==> config.mk <==
export PLATFORM = sky130hd
export DESIGN_NAME = lsu_mem_stage
export DESIGN_NICKNAME = d
export VERILOG_FILES = /design/src/rtl/lsu_mem_stage.sv
export SDC_FILE = /design/constraint.sdc
export NUM_CORES = 1
export LEC_CHECK = 0
export ABC_AREA = 1
export ABC_CLOCK_PERIOD_IN_PS = 1600
export BUFFER_PORTS_ARGS = -buffer_cell sky130_fd_sc_hd__buf_2
export CELL_PAD_IN_SITES_DETAIL_PLACEMENT = 0
export CELL_PAD_IN_SITES_GLOBAL_PLACEMENT = 1
export CORE_AREA = 4 4 125 127
export DETAILED_ROUTE_END_ITERATION = 6
export DIE_AREA = 0 0 129 131
export PLACE_DENSITY = 0.77
export SYNTH_ARGS = -nofsm -noshare
export SYNTH_HDL_FRONTEND = slang
export SYNTH_SLANG_ARGS = --single-unit
==> constraint.sdc <==
create_clock -name clk_i -period 1.6 [get_ports clk_i]
set_input_delay 0.08 -clock clk_i [delete_from_list [all_inputs] [get_ports clk_i]]
set_output_delay 0.08 -clock clk_i [all_outputs]
set_load 0.05 [all_outputs]
==> src/rtl/lsu_mem_stage.sv <==
// Load/store memory stage: issues word-wide req/ack accesses for loads and stores.
// It aligns and extends load data, and holds the upstream pipeline while an access is in flight.
module lsu_mem_stage #(
  parameter int unsigned AW      = 6,
  parameter int unsigned TIMEOUT = 15
) (
  input  logic          clk_i,
  input  logic          rst_i,
  input  logic          req_valid_i,
  output logic          req_ready_o,
  input  logic          we_i,
  input  logic [2:0]    funct3_i,
  input  logic [31:0]   addr_i,
  input  logic [31:0]   wdata_i,
  input  logic [4:0]    rd_i,
  output logic          mem_req_o,
  output logic          mem_we_o,
  output logic [AW-1:0] mem_addr_o,
  output logic [3:0]    mem_be_o,
  output logic [31:0]   mem_wdata_o,
  input  logic          mem_ack_i,
  input  logic [31:0]   mem_rdata_i,
  output logic          resp_valid_o,
  output logic [31:0]   rdata_o,
  output logic [4:0]    rd_o,
  output logic          err_o,
  output logic          stall_o
);

  localparam int unsigned CW = $clog2(TIMEOUT + 1);

  typedef enum logic [1:0] {IDLE, BUSY, RESP} state_t;

  state_t          state_q, state_d;
  logic [CW-1:0]   cnt_q, cnt_d;
  logic [2:0]      f3_q, f3_d;
  logic [1:0]      off_q, off_d;
  logic [4:0]      rd_q, rd_d;

  logic            mem_we_d;
  logic [AW-1:0]   mem_addr_d;
  logic [3:0]      mem_be_d;
  logic [31:0]     mem_wdata_d;
  logic [31:0]     rdata_d;
  logic [4:0]      rd_out_d;
  logic            err_d;

  logic            illegal_c, misaligned_c;
  logic [3:0]      be_c;
  logic [31:0]     wdata_rep_c;
  logic [31:0]     load_c;
  logic [7:0]      byte_c;
  logic [15:0]     half_c;
  logic            unused_addr;

  assign unused_addr = ^addr_i[31:AW+2];

  // Decode legality, byte enables and lane-replicated store data for the incoming request
  always_comb begin
    illegal_c    = (funct3_i == 3'b011) || (funct3_i == 3'b110) || (funct3_i == 3'b111) ||
                   (we_i && funct3_i[2]);
    misaligned_c = ((funct3_i[1:0] == 2'b01) && addr_i[0]) ||
                   ((funct3_i[1:0] == 2'b10) && (addr_i[1:0] != 2'b00));
    be_c         = 4'b1111;
    wdata_rep_c  = wdata_i;
    case (funct3_i[1:0])
      2'b00: begin
        be_c        = 4'b0001 << addr_i[1:0];
        wdata_rep_c = {4{wdata_i[7:0]}};
      end
      2'b01: begin
        be_c        = addr_i[1] ? 4'b1100 : 4'b0011;
        wdata_rep_c = {2{wdata_i[15:0]}};
      end
      default: ;
    endcase
  end

  // Align and extend the returned read word using the captured size and offset
  always_comb begin
    byte_c = 8'(mem_rdata_i >> {off_q, 3'b000});
    half_c = off_q[1] ? mem_rdata_i[31:16] : mem_rdata_i[15:0];
    case (f3_q)
      3'b000:  load_c = {{24{byte_c[7]}}, byte_c};
      3'b001:  load_c = {{16{half_c[15]}}, half_c};
      3'b100:  load_c = {24'h0, byte_c};
      3'b101:  load_c = {16'h0, half_c};
      default: load_c = mem_rdata_i;
    endcase
  end

  // Next-state, capture and response logic
  always_comb begin
    state_d     = state_q;
    cnt_d       = '0;
    f3_d        = f3_q;
    off_d       = off_q;
    rd_d        = rd_q;
    mem_we_d    = mem_we_o;
    mem_addr_d  = mem_addr_o;
    mem_be_d    = mem_be_o;
    mem_wdata_d = mem_wdata_o;
    rdata_d     = '0;
    rd_out_d    = '0;
    err_d       = 1'b0;
    case (state_q)
      IDLE: begin
        if (req_valid_i) begin
          if (illegal_c || misaligned_c) begin
            state_d = RESP;
            err_d   = 1'b1;
          end else begin
            state_d     = BUSY;
            f3_d        = funct3_i;
            off_d       = addr_i[1:0];
            rd_d        = rd_i;
            mem_we_d    = we_i;
            mem_addr_d  = addr_i[AW+1:2];
            mem_be_d    = be_c;
            mem_wdata_d = wdata_rep_c;
          end
        end
      end
      BUSY: begin
        if (mem_ack_i) begin
          state_d  = RESP;
          rdata_d  = mem_we_o ? 32'h0 : load_c;
          rd_out_d = mem_we_o ? 5'd0 : rd_q;
        end else if (cnt_q == CW'(TIMEOUT - 1)) begin
          state_d = RESP;
          err_d   = 1'b1;
        end else begin
          cnt_d = cnt_q + CW'(1);
        end
      end
      RESP:    state_d = IDLE;
      default: state_d = IDLE;
    endcase
  end

  // State, capture and output registers
  always_ff @(posedge clk_i) begin
    if (rst_i) begin
      state_q      <= IDLE;
      cnt_q        <= '0;
      f3_q         <= '0;
      off_q        <= '0;
      rd_q         <= '0;
      req_ready_o  <= 1'b1;
      stall_o      <= 1'b0;
      mem_req_o    <= 1'b0;
      mem_we_o     <= 1'b0;
      mem_addr_o   <= '0;
      mem_be_o     <= '0;
      mem_wdata_o  <= '0;
      resp_valid_o <= 1'b0;
      rdata_o      <= '0;
      rd_o         <= '0;
      err_o        <= 1'b0;
    end else begin
      state_q      <= state_d;
      cnt_q        <= cnt_d;
      f3_q         <= f3_d;
      off_q        <= off_d;
      rd_q         <= rd_d;
      req_ready_o  <= (state_d == IDLE);
      stall_o      <= (state_d != IDLE);
      mem_req_o    <= (state_d == BUSY);
      mem_we_o     <= mem_we_d;
      mem_addr_o   <= mem_addr_d;
      mem_be_o     <= mem_be_d;
      mem_wdata_o  <= mem_wdata_d;
      resp_valid_o <= (state_d == RESP);
      rdata_o      <= rdata_d;
      rd_o         <= rd_out_d;
      err_o        <= err_d;
    end
  end

endmodule
==> impl_results.md, run 1 <==
* Nets at 986
* Antenna-violating nets left at 0
* Clock Path Buffers at 2
* Synth top area share at 42.7%
* Multiplexer share of the synthesized area at 0%
* Final setup margin at 0.210 ns
* IO Port Bufs at 169
* WP data arrival at 1.66 ns
* Max Clk Rate at 720 MHz
* Reg area at 2020 sq um
* Critical path class: reg -> reg
* Critical Path Start: state_q[0]$_SDFF_PP0_
* WL final at 14000 um
* Outcome: completed
* Crit path time final at 1.39 ns
* Register area share after synthesis at 42.7%
* Crit path capture type: register
* Gr usage total at 16.5%
* Initial antenna violation count at 2
* CTS Root Cell: clkbuf_16
* Max-slew violations at 0
* GR peak layer: met2
* Initial core utilization at 32.8%
* Fin Clk Skew at 0.00527 ns
* Met2 usage at 25.9%
* Worst slew margin at 63.9%
* Yosys top cell by area: dfxtp_1
* FF+latch count, synth at 101
* Num rows at 44
* Data required time of the worst path at 1.87 ns
* DIE AREA at 16900 sq um
* Adder-cell share of the synthesized area at 0.529%
* DRT Pass-1 Iters at 4
* Grt total ovfl at 0
* Die Height at 131 um
* Num CTS Buffers at 9
* Distinct cell type count after synthesis at 31
* Max_cap viols at 0
* Clock sinks at 101
* Slew @ Worst Pin at 0.541 ns
* Syn Area/Cell at 6.59 sq um
* Worst Hold Class: in -> reg
* GPL Wtd Cong at 0.793
* Via count at 4746
* Number of H-tree levels at 3
* Period utilization at 86.9%
* Hold_sp: mem_rdata_i[9]
* Final setup viols at 0
* Synth async-reset ratio at 0%
* R2r startpoint: state_q[0]$_SDFF_PP0_
* Design area at 6050 sq um
* Initial DRC Count at 304
* Fillers at 1650
* M1 GR Usage at 21.6%
* Compound-cell area share of the yosys netlist at 8.04%
* I/O pin count at 194
* Final Hold Viols at 0
* First-pass GRT wire length at 22100 um
* Cell Area, Synth at 4730 sq um
* Largest family of logic cells by synthesized area: simple AND/OR/NAND/NOR gates
* Syn. warnings at 0
* DRC errors left at 0
* Top post-synthesis cells by area: dfxtp_1 (43%), nand2_1 (14%), nor2_1 (11%)
* Vias/cell at 4.46
* Area share of xor/xnor cells in the synthesized design at 0.370%
* Top_reg_cell synth: dfxtp_1
* P_leak at 0.00328 uW
* HPWL Detailed at 10100 um
* VDD IR-drop max at 0.544 mV
* Placed Area at 5730 sq um
* Simple-gate share of the synthesized area at 36.2%
* Clk_lat worst skew at 0.35 ns
* Syn_nets at 829
* Avg WL per Cell at 13.1 um
* Die width at 129 um
* CP startpoint kind: register
* Core area at 14400 sq um
* Pin count of the biggest net entering global routing at 51
* PD cells at 1000 nW/um^2
* CP max FO at 21
* Clock transition at path regs at 0.07 ns
* Vias in the first global route at 4399
* CTS tree: yes
* Post-synthesis instance total at 718
* Multi-input logic area at 2140 sq um
* Area delta synth->final at 27.8%
* EDFF count, synth at 0
* GR Layer Usage met3 at 5.69%
* Post CTS Setup Buffer Count at 0
* Dpl ws at 0.111 ns
* Share of post-route cells with drive strength above 1 at 25.0%
==> cells in the final DEF, fill, tap and decap left out, types with 9 or more instances in the layout <==
cell | Yosys | routed
nand2_1 | 176 | 175
a21oi_1 | 36 | 36
nor2_1 | 141 | 140
buf_4 | 3 | 13
inv_1 | 85 | 83
clkbuf_16 | 0 | 9
o21ai_0 | 24 | 23
dfxtp_1 | 101 | 100
nand3_1 | 70 | 70
buf_2 | 15 | 169
==> registers in the layout, indices dropped and copies added (netlist names), 2 cells and up <==
| signal | cells |
|---|---|
| rdata_o | 32 |
| off_q | 2 |
| rd_q | 5 |
| mem_wdata_o | 32 |
| cnt_q | 4 |
| state_q | 2 |
| rd_o | 5 |
| f3_q | 3 |
| mem_be_o | 4 |
| mem_addr_o | 6 |
==> cell type report <==
type / instances / share of cell area [%]
antenna: 1 / 0.0414
clock buffer: 10 / 3.95
clock inverter: 6 / 1.03
inverter: 91 / 5.69
multi-input combinational: 486 / 35.4
sequential: 101 / 33.4
tap: 184 / 3.81
timing repair buffer: 186 / 16.6
==> worst max-delay path: stages (launching register included) <==
cell and delay, ns:
dfxtp_1 0.32, inv_1 0.06, nor2_2 0.11, nand2_1 0.09, nor3_2 0.13, buf_6 0.22
inv_2 0.17, nor3_1 0.22
==> worst paths after layout <==
check,to,slack [ns],depth (start not counted)
worst max-delay path,rdata_o[1]$_SDFF_PP0_,0.21,7
worst min-delay path,rdata_o[9]$_SDFF_PP0_,0.02,3
worst max register to register,rdata_o[1]$_SDFF_PP0_,0.21,7
worst min register to register,rd_o[1]$_SDFF_PP0_,0.43,2
==> layer usage <==
| metal | wire length (um) | share of wire, % |
|---|---|---|
| met5 | 13 | 0.093 |
| met1 | 6430 | 46 |
| met2 | 6370 | 46 |
| met4 | 88 | 0.63 |
| met3 | 1080 | 7.7 |
==> power by group <==
| group | leakage [uW] | internal, uW | switching (uW) |
|---|---|---|---|
| registers | 0.000821 | 2610 | 47.8 |
| logic | 0.00232 | 356 | 808 |
| clock network | 0.000140 | 1250 | 993 |
==> cell usage after synthesis, types with 3 or more instances <==
master,instances
inv_2,4
o21ai_0,24
inv_1,85
nor2_4,3
a31oi_1,8
a21oi_1,36
clkbuf_1,11
nand3_1,70
buf_4,3
buf_2,15
buf_6,5
nor3_1,8
nor2_1,141
dfxtp_1,101
nand2_1,176
and3_1,7
buf_1,5
==> cell families (layout without fill, tap and decap cells) <==
kind of cell / count (synthesis) / count (layout)
DFF: 101 / 101
other: 0 / 1
buffers and inverters: 131 / 293
AOI/OAI and AO/OA: 71 / 71
and+or+nand+nor: 411 / 411
adders and majority gates: 2 / 2
xor gates and xnor gates: 2 / 2
==> stage by stage <==
| step | util (%) | setup TNS (ns) | cells | power [uW] | hold WS [ns] |
|---|---|---|---|---|---|
| 2_1_floorplan | - | 0 | 718 | 3530 | 0.244 |
| 3_3_place_gp | 39.7 | 0 | 1047 | 3880 | 0.377 |
| 3_5_place_dp | 39.7 | 0 | 1047 | 3890 | 0.370 |
| 4_1_cts | 41.9 | 0 | 1064 | 6150 | 0.0149 |
| 5_1_grt | 41.9 | -0.00505 | 1065 | 6390 | 0.0278 |
| 6_report | 41.9 | 0 | 1065 | 6070 | 0.0222 |
==> timing repair <==
item | in CTS | in global routing
setup endpoints to repair | 0 | 35
hold endpoints to repair | 1 | 0
hold buffers | 1 | 0
gates resized for setup | 0 | 6
(Power assumes the default switching activity.)
==> run 2: changes to the inputs <==
Settings changed: ABC_AREA 1 to unset, CORE_AREA 4 4 125 127 to 4 4 119 121, DIE_AREA 0 0 129 131 to 0 0 123 125, PLACE_DENSITY 0.77 to 0.75.
==> run 2 against run 1 <==
Cell area fell by 2.8%. Hold slack got worse by 0.010 ns. First-iteration DRC count increased by 21%. Critical path depth down 3. Clock-buffer cell count unchanged. Synthesized cell count decreased by 30%. Power fell by 1.3%. Sequential cell count unchanged. Critical path type unchanged.
==> impl_results.md, run 2 <==
* Final Hold Viols at 0 (unchanged)
* Die Height at 125 um (-4.6%)
* Commonest non-fill, non-tap cell in the layout: buf_2
* Final setup viols at 0 (unchanged)
* Max_cap viols at 0 (unchanged)
* Placed Area at 5350 sq um (-6.6%)
* Multiplexer share of the synthesized area at 5.40% (+5.4 points)
* Register area share after synthesis at 47.2% (+4.4 points)
* DIE AREA at 15400 sq um (-9.0%)
* Max stage delay on crit path at 0.45 ns (+0.13 ns)
* Compound-cell area share of the yosys netlist at 22.6% (+15 points)
* Initial DRC Count at 367 (+21%)
* IO Port Bufs at 169 (unchanged)
* Vias in the first global route at 4253 (-3.3%)
* Dpl ws at -0.00814 ns (-0.119 ns)
* Adder-cell share of the synthesized area at 0.584% (+0.055 points)
* Vias/cell at 4.85 (+8.8%)
* Pin count of the biggest net entering global routing at 57 (+12%)
* Number of H-tree levels at 3 (unchanged)
* Initial antenna violation count at 1 (-1)
* Initial core utilization at 32.8% (-0.047 points)
* I/O pin count at 194 (unchanged)
* Top-count cell post-synth: nand2_1
* P_leak at 0.00258 uW (-21%)
* Data required time of the worst path at 1.89 ns (+0.02 ns)
* Worst r2r dst: rdata_o[0]$_SDFF_PP0_
* Core area at 13100 sq um (-9.3%)
* Most frequent cells after synthesis: nand2_1 (111), dfxtp_1 (101), a21oi_1 (73), nor2_1 (37), clkbuf_1 (20)
* Critical path class: reg -> reg
* Clock transition at path regs at 0.07 ns (about the same)
* Area delta synth->final at 37.1%
* Yosys top cell by area: dfxtp_1
* Worst reg2reg path depth at 4 (-3)
* Distinct cell type count after synthesis at 45 (+45%)
* First-pass GRT wire length at 20700 um (-6.3%)
* Non-filler cells in the finished layout at 863 (-19%)
* EDFF count, synth at 0 (unchanged)
* R2r startpoint: f3_q[0]$_SDFFE_PP0P_
* Clock sinks at 101 (unchanged)
* Fin Clk Skew at 0.00883 ns (+0.00356 ns)
* Placed cells at 826 (-21%)
* Worst Hold Class: in -> reg
* Most frequent cells in the layout: buf_2 (169), nand2_1 (111), dfxtp_1 (101)
* Top_reg_cell synth: dfxtp_1
* Clk_lat worst skew at 0.34 ns (about the same)
* CP startpoint kind: register
* Syn_nets at 611 (-26%)
* Gr usage total at 16.6% (+0.11 points)
* Synth top area share at 47.2% (+4.4 points)
* Final setup margin at 0.122 ns (-0.0879 ns)
* Crit path capture type: register
* Cell Chain, Critical Path: nand2b_1 > nand2_1 > a31oi_1 > o221a_2
* Num CTS Buffers at 9 (unchanged)
* WP buf/inv at 0 (-3)
* Avg WL per Cell at 14.9 um (+13%)
* Syn Area/Cell at 8.58 sq um (+30%)
* FF+latch count, synth at 101 (unchanged)
* Design area at 5880 sq um (-2.8%)
* Syn. warnings at 0 (unchanged)
* Fillers at 1330 (-19%)
* HPWL Detailed at 9290 um (-7.6%)
* Top flop regs: mem_wdata_o x32, rdata_o x32, mem_addr_o x6
* Grt total ovfl at 0 (unchanged)
* Max Clk Rate at 677 MHz (-6.0%)
* Share of post-route cells with drive strength above 1 at 34.4% (+9.4 points)
* Post-synthesis instance total at 500 (-30%)
* Simple-gate share of the synthesized area at 18.7% (-18 points)
* Final core occ at 44.9% (+3.0 points)
* Crit path time final at 1.48 ns (+0.0879 ns)
* GPL Wtd Cong at 0.831 (+4.8%)
* Via count at 4183 (-12%)
* DRC errors left at 0 (unchanged)
* Synth async-reset ratio at 0% (unchanged)
* WP data arrival at 1.76 ns (+0.10 ns)
* PD cells at 1020 nW/um^2 (+1.6%)
* Hold_sp: mem_rdata_i[21]
* Top delay family on crit path: simple AND/OR/NAND/NOR gates
* CTS Root Cell: clkbuf_16
* DRT Pass-1 Iters at 5 (+1)
* Num rows at 42 (-4.5%)
* CTS tree: yes
* Cell Area, Synth at 4290 sq um (-9.4%)
* Largest family of logic cells by synthesized area: compound AO/OA/AOI/OAI gates
* Nets at 793 (-20%)
* Area share of xor/xnor cells in the synthesized design at 0.409% (+0.038 points)
* CP max FO at 14 (-33%)
* RSZ-0062 raised after global routing: false
* Slack of the worst reg-to-reg path at 0.12 ns (-0.09 ns)
* Period utilization at 92.4% (+5.5 points)
* Max-slew violations at 0 (unchanged)
* Crit-path slowest cell: nand2b_1
* Antenna-violating nets left at 0 (unchanged)
* Clock Path Buffers at 2 (unchanged)
* WL final at 12900 um (-8.1%)
* Hold path endpoint: rdata_o[21]$_SDFF_PP0_
* Diode count at 0 (-1)
* Post CTS Setup Buffer Count at 0 (unchanged)
* Hold Crit Depth at 3 (unchanged)
* Outcome: completed
* Slew @ Worst Pin at 0.589 ns (+0.0485 ns)
* Top post-synthesis cells by area: dfxtp_1 (47%), nand2_1 (9.7%), a21oi_1 (8.5%)
* Worst slew margin at 60.6% (-3.4 points)
* Die width at 123 um (-4.7%)
* VDD IR-drop max at 0.464 mV (-15%)
-- run 2: cell count changes after synthesis, moves of 9 or more --
cell / before / now
clkbuf_1: 11 / 20
nand2_1: 176 / 111
inv_1: 85 / 5
a21oi_1: 36 / 73
nor2_1: 141 / 37
nand3_1: 70 / 1
mux2i_1: 0 / 16
-- run 2: worst max path at each step --
stage / from / end / depth (start not counted)
floorplan: off_q[0]$_SDFFE_PP0P_ / rdata_o[10]$_SDFF_PP0_ / 4
global placement: off_q[1]$_SDFFE_PP0P_ / rdata_o[31]$_SDFF_PP0_ / 4
detailed placement: off_q[1]$_SDFFE_PP0P_ / rdata_o[17]$_SDFF_PP0_ / 4
CTS: state_q[0]$_SDFF_PP0_ / mem_wdata_o[13]$_SDFFE_PP0P_ / 5
global route: state_q[0]$_SDFF_PP0_ / mem_wdata_o[9]$_SDFFE_PP0P_ / 5
finish: f3_q[0]$_SDFFE_PP0P_ / rdata_o[0]$_SDFF_PP0_ / 4
-- run 2: power by group --
group	total (uW)	internal [uW]	switching, uW
combinational	1060	357	706
clock	2270	1270	1000
sequential	2660	2610	48.1
-- run 2: timing repair --
action / 4_1_cts / 5_1_grt
resized for setup: 1 / 4
endpoints found under the hold margin: 21 / 0
setup endpoints to repair: 7 / 48
hold buffers: 21 / 0
-- run 2: worst register-to-register path, cell delays in order (launching register included) --
cell	delay, ns
dfxtp_1	0.42
nand2b_1	0.45
nand2_1	0.12
a31oi_1	0.21
o221a_2	0.22
-- run 2: metal layers --
| metal | share of wire (%) | GRT usage, % |
|---|---|---|
| met2 | 48 | 27.8 |
| met4 | 0.94 | 4.23 |
| met3 | 9.4 | 6.91 |
| met1 | 42 | 19.7 |
| met5 | 0.12 | 0 |
-- run 2: kinds of logic (layout without fill, tap and decap cells) --
group / after synthesis / after routing
compound gates: 146 / 146
xor+xnor: 2 / 2
fa+ha+maj: 2 / 2
buf+inv: 45 / 232
flops: 101 / 101
mux: 21 / 21
simple gates: 183 / 183
-- run 2: stage by stage --
stage                     setup TNS (ns)  total power, uW  hold slack (ns)
final                                  0             5990           0.0120
after global routing                   0             6290          0.00671
after CTS                              0             6060         0.000204
after detailed placement        -0.00814             3740            0.329
after global placement                 0             3720            0.320
after floorplan                        0             3400            0.212
-- run 2: cell type report --
| type | count | area, sq um | area share [%] |
|---|---|---|---|
| inverters | 6 | 22.5 | 0.383 |
| clock buffers | 10 | 239 | 4.06 |
| repair buffers | 210 | 1230 | 21.0 |
| flip-flops and latches | 101 | 2020 | 34.4 |
| clock inverters | 6 | 70.1 | 1.19 |
| well taps | 176 | 220 | 3.75 |
| multi-input cells | 354 | 2070 | 35.2 |
==> run 3: changes to the inputs <==
Settings changed: BUFFER_PORTS_ARGS -buffer_cell sky130_fd_sc_hd__buf_2 to unset, CORE_AREA 4 4 119 121 to 2 2 102 104, DIE_AREA 0 0 123 125 to 0 0 104 106, DONT_BUFFER_PORTS set to 1, PLACE_DENSITY 0.75 to 0.74.
==> run 3 against run 2 <==
Critical path type unchanged. Clock power decreased by 35%. Power decreased by 13%. Largest cell class unchanged. Fmax decreased by 2.6%. Critical endpoint is now rdata_o[21]$_SDFF_PP0_. Non-clock buffer count decreased by 67. Global-route usage increased by 6.5 points. Combinational power decreased by 5%. Cell area decreased by 1.6%. Clock skew increased by 0.0024 ns. Hold slack improved by 0.010 ns. Sequential power increased by 2%. Via count decreased by 3.5%. Sequential share of layout area increased by 0.56 points. Highest routed layer is now met4.
==> impl_results.md, run 3 (synthesis results as in run 2) <==
* Outcome: completed
* CTS Root Cell: clkbuf_8
* CP max FO at 16 (+2)
* Cell Chain, Critical Path: or3_1 > o32a_2 > a21oi_1
* WL final at 12700 um (-0.89%)
* Crit path capture type: register
* Num rows at 37 (-12%)
* Worst r2r dst: rdata_o[21]$_SDFF_PP0_
* Hold path endpoint: mem_wdata_o[13]$_SDFFE_PP0P_
* WP data arrival at 1.82 ns (+0.06 ns)
* Diode count at 0 (unchanged)
* Placed cells at 655 (-21%)
* Area delta synth->final at 35.0%
* Via count at 4035 (-3.5%)
* Final Hold Viols at 0 (unchanged)
* Commonest non-fill, non-tap cell in the layout: nand2_1
* Clock sinks at 101 (unchanged)
* Non-filler cells in the finished layout at 756 (-12%)
* Avg WL per Cell at 16.8 um (+13%)
* DRC errors left at 0 (unchanged)
* Crit-path slowest cell: o32a_2
* Max-slew violations at 0 (unchanged)
* Number of H-tree levels at 3 (unchanged)
* Clock transition at path regs at 0.10 ns (+0.03 ns)
* Critical path class: reg -> reg
* Clock Path Buffers at 2 (unchanged)
* IO Port Bufs at 0 (-100%)
* DRT Pass-1 Iters at 4 (-1)
* Die width at 104 um (-15%)
* Reg area at 2020 sq um (about the same)
* Fin Clk Skew at 0.0113 ns (+0.00243 ns)
* P_leak at 0.00220 uW (-15%)
* Max stage delay on crit path at 0.47 ns (+0.02 ns)
* Most frequent cells in the layout: nand2_1 (111), dfxtp_1 (100), dlygate4sd3_1 (84)
* Slack of the worst reg-to-reg path at 0.08 ns (-0.04 ns)
* Die Height at 106 um (-15%)
* Final setup margin at 0.0823 ns (-0.0401 ns)
* Final setup viols at 0 (unchanged)
* First-pass GRT wire length at 20400 um (-1.6%)
* Crit path time final at 1.52 ns (+0.0401 ns)
* Worst slew margin at 61.9% (+1.4 points)
* Slew @ Worst Pin at 0.569 ns (-0.0204 ns)
* CTS tree: yes
* Vias/cell at 5.34 (+10%)
* Multi-input logic area at 2050 sq um (-0.79%)
* Core area at 10000 sq um (-24%)
* Data required time of the worst path at 1.90 ns (about the same)
* Initial DRC Count at 185 (-50%)
* Nets at 726 (-8.4%)
* Worst reg2reg path depth at 3 (-1)
* Hold slack at 0.0224 ns (+0.0103 ns)
* Initial core utilization at 42.9% (+10 points)
* Clk_lat worst skew at 0.37 ns (+0.03 ns)
* Top flop regs: mem_wdata_o x32, rdata_o x32, mem_addr_o x6
* Post CTS Setup Buffer Count at 0 (unchanged)
* Max_cap viols at 0 (unchanged)
* Vias in the first global route at 4133 (-2.8%)
* Max Clk Rate at 659 MHz (-2.6%)
* Setup TNS at 0 ns (unchanged)
* Fillers at 905 (-32%)
* Initial antenna violation count at 0 (-1)
* Antenna-violating nets left at 0 (unchanged)
* PD cells at 898 nW/um^2 (-12%)
* RSZ-0062 raised after global routing: false
* Gr usage total at 23.1% (+6.5 points)
* Hold Crit Depth at 2 (-1)
* DIE AREA at 11000 sq um (-28%)
* Period utilization at 94.9% (+2.5 points)
* Share of post-route cells with drive strength above 1 at 17.3% (-17 points)
* Grt total ovfl at 0 (unchanged)
* VDD IR-drop max at 0.432 mV (-7.1%)
* I/O pin count at 194 (unchanged)
* Worst Hold Class: in -> reg
* GPL Wtd Cong at 0.870 (+4.7%)
* R2r startpoint: f3_q[0]$_SDFFE_PP0P_
* Dpl ws at -0.00523 ns (+0.00290 ns)
* Hold_sp: funct3_i[1]
* CP startpoint kind: register
* HPWL Detailed at 8080 um (-13%)
* Num CTS Buffers at 9 (unchanged)
* Pin count of the biggest net entering global routing at 60 (+5.3%)
==> run 3: worst max-delay path, delay by kind of cell (launching register included) <==
| kind | cells | cell delay [ns] |
|---|---|---|
| compound gates | 2 | 0.67 |
| flops | 1 | 0.39 |
| simple gates | 1 | 0.39 |
==> run 3: metrics by stage <==
stage          total power [uW]  area, sq um  util (%)
6_report                   5200         5790      57.9
5_1_grt                    5430         5790      57.9
4_1_cts                    5250         5780      57.8
3_5_place_dp               3550         4730      47.3
3_3_place_gp               3530         4730      47.3
2_1_floorplan              3400         4290         -
==> run 3: how the worst max path moves through the flow <==
stage / from / slack (ns) / to / cells past startpoint
2_1_floorplan: off_q[0]$_SDFFE_PP0P_ / 0.15 / rdata_o[10]$_SDFF_PP0_ / 4
3_3_place_gp: off_q[1]$_SDFFE_PP0P_ / 0.05 / rdata_o[8]$_SDFF_PP0_ / 5
3_5_place_dp: off_q[1]$_SDFFE_PP0P_ / -0.005 / rdata_o[30]$_SDFF_PP0_ / 4
4_1_cts: off_q[1]$_SDFFE_PP0P_ / 0.02 / rdata_o[8]$_SDFF_PP0_ / 5
5_1_grt: off_q[0]$_SDFFE_PP0P_ / 0.03 / rdata_o[1]$_SDFF_PP0_ / 6
6_report: f3_q[0]$_SDFFE_PP0P_ / 0.08 / rdata_o[21]$_SDFF_PP0_ / 3
==> run 3: layout make-up <==
type | count | area share (%)
Inverter | 6 | 0.389
Timing Repair Buffer | 143 | 23.2
Clock inverter | 6 | 0.670
Multi-Input combinational cell | 354 | 35.5
Clock buffer | 10 | 2.38
Tap cell | 136 | 2.94
Sequential cell | 101 | 35.0
==> run 3: timing repair <==
action	in CTS	in global routing
hold buffers	85	0
hold endpoints to repair	96	0
setup endpoints to repair	10	25
pin swaps	0	0
resized for setup	1	4
==> run 3: layer usage <==
metal / wire length [um] / part of all wire (%) / GRT usage [%]
met2: 6350 / 50 / 40.5
met3: 1150 / 9.0 / 7.97
met5: 0 / 0 / 0
met4: 397 / 3.1 / 12.1
met1: 4840 / 38 / 24.7
==> run 3: power by group <==
part           switching (uW)  total (uW)  internal (uW)  leakage (uW)
clock network             873        1480            602     0.0000880
logic                     598        1010            416       0.00129
registers                 103        2710           2610      0.000821
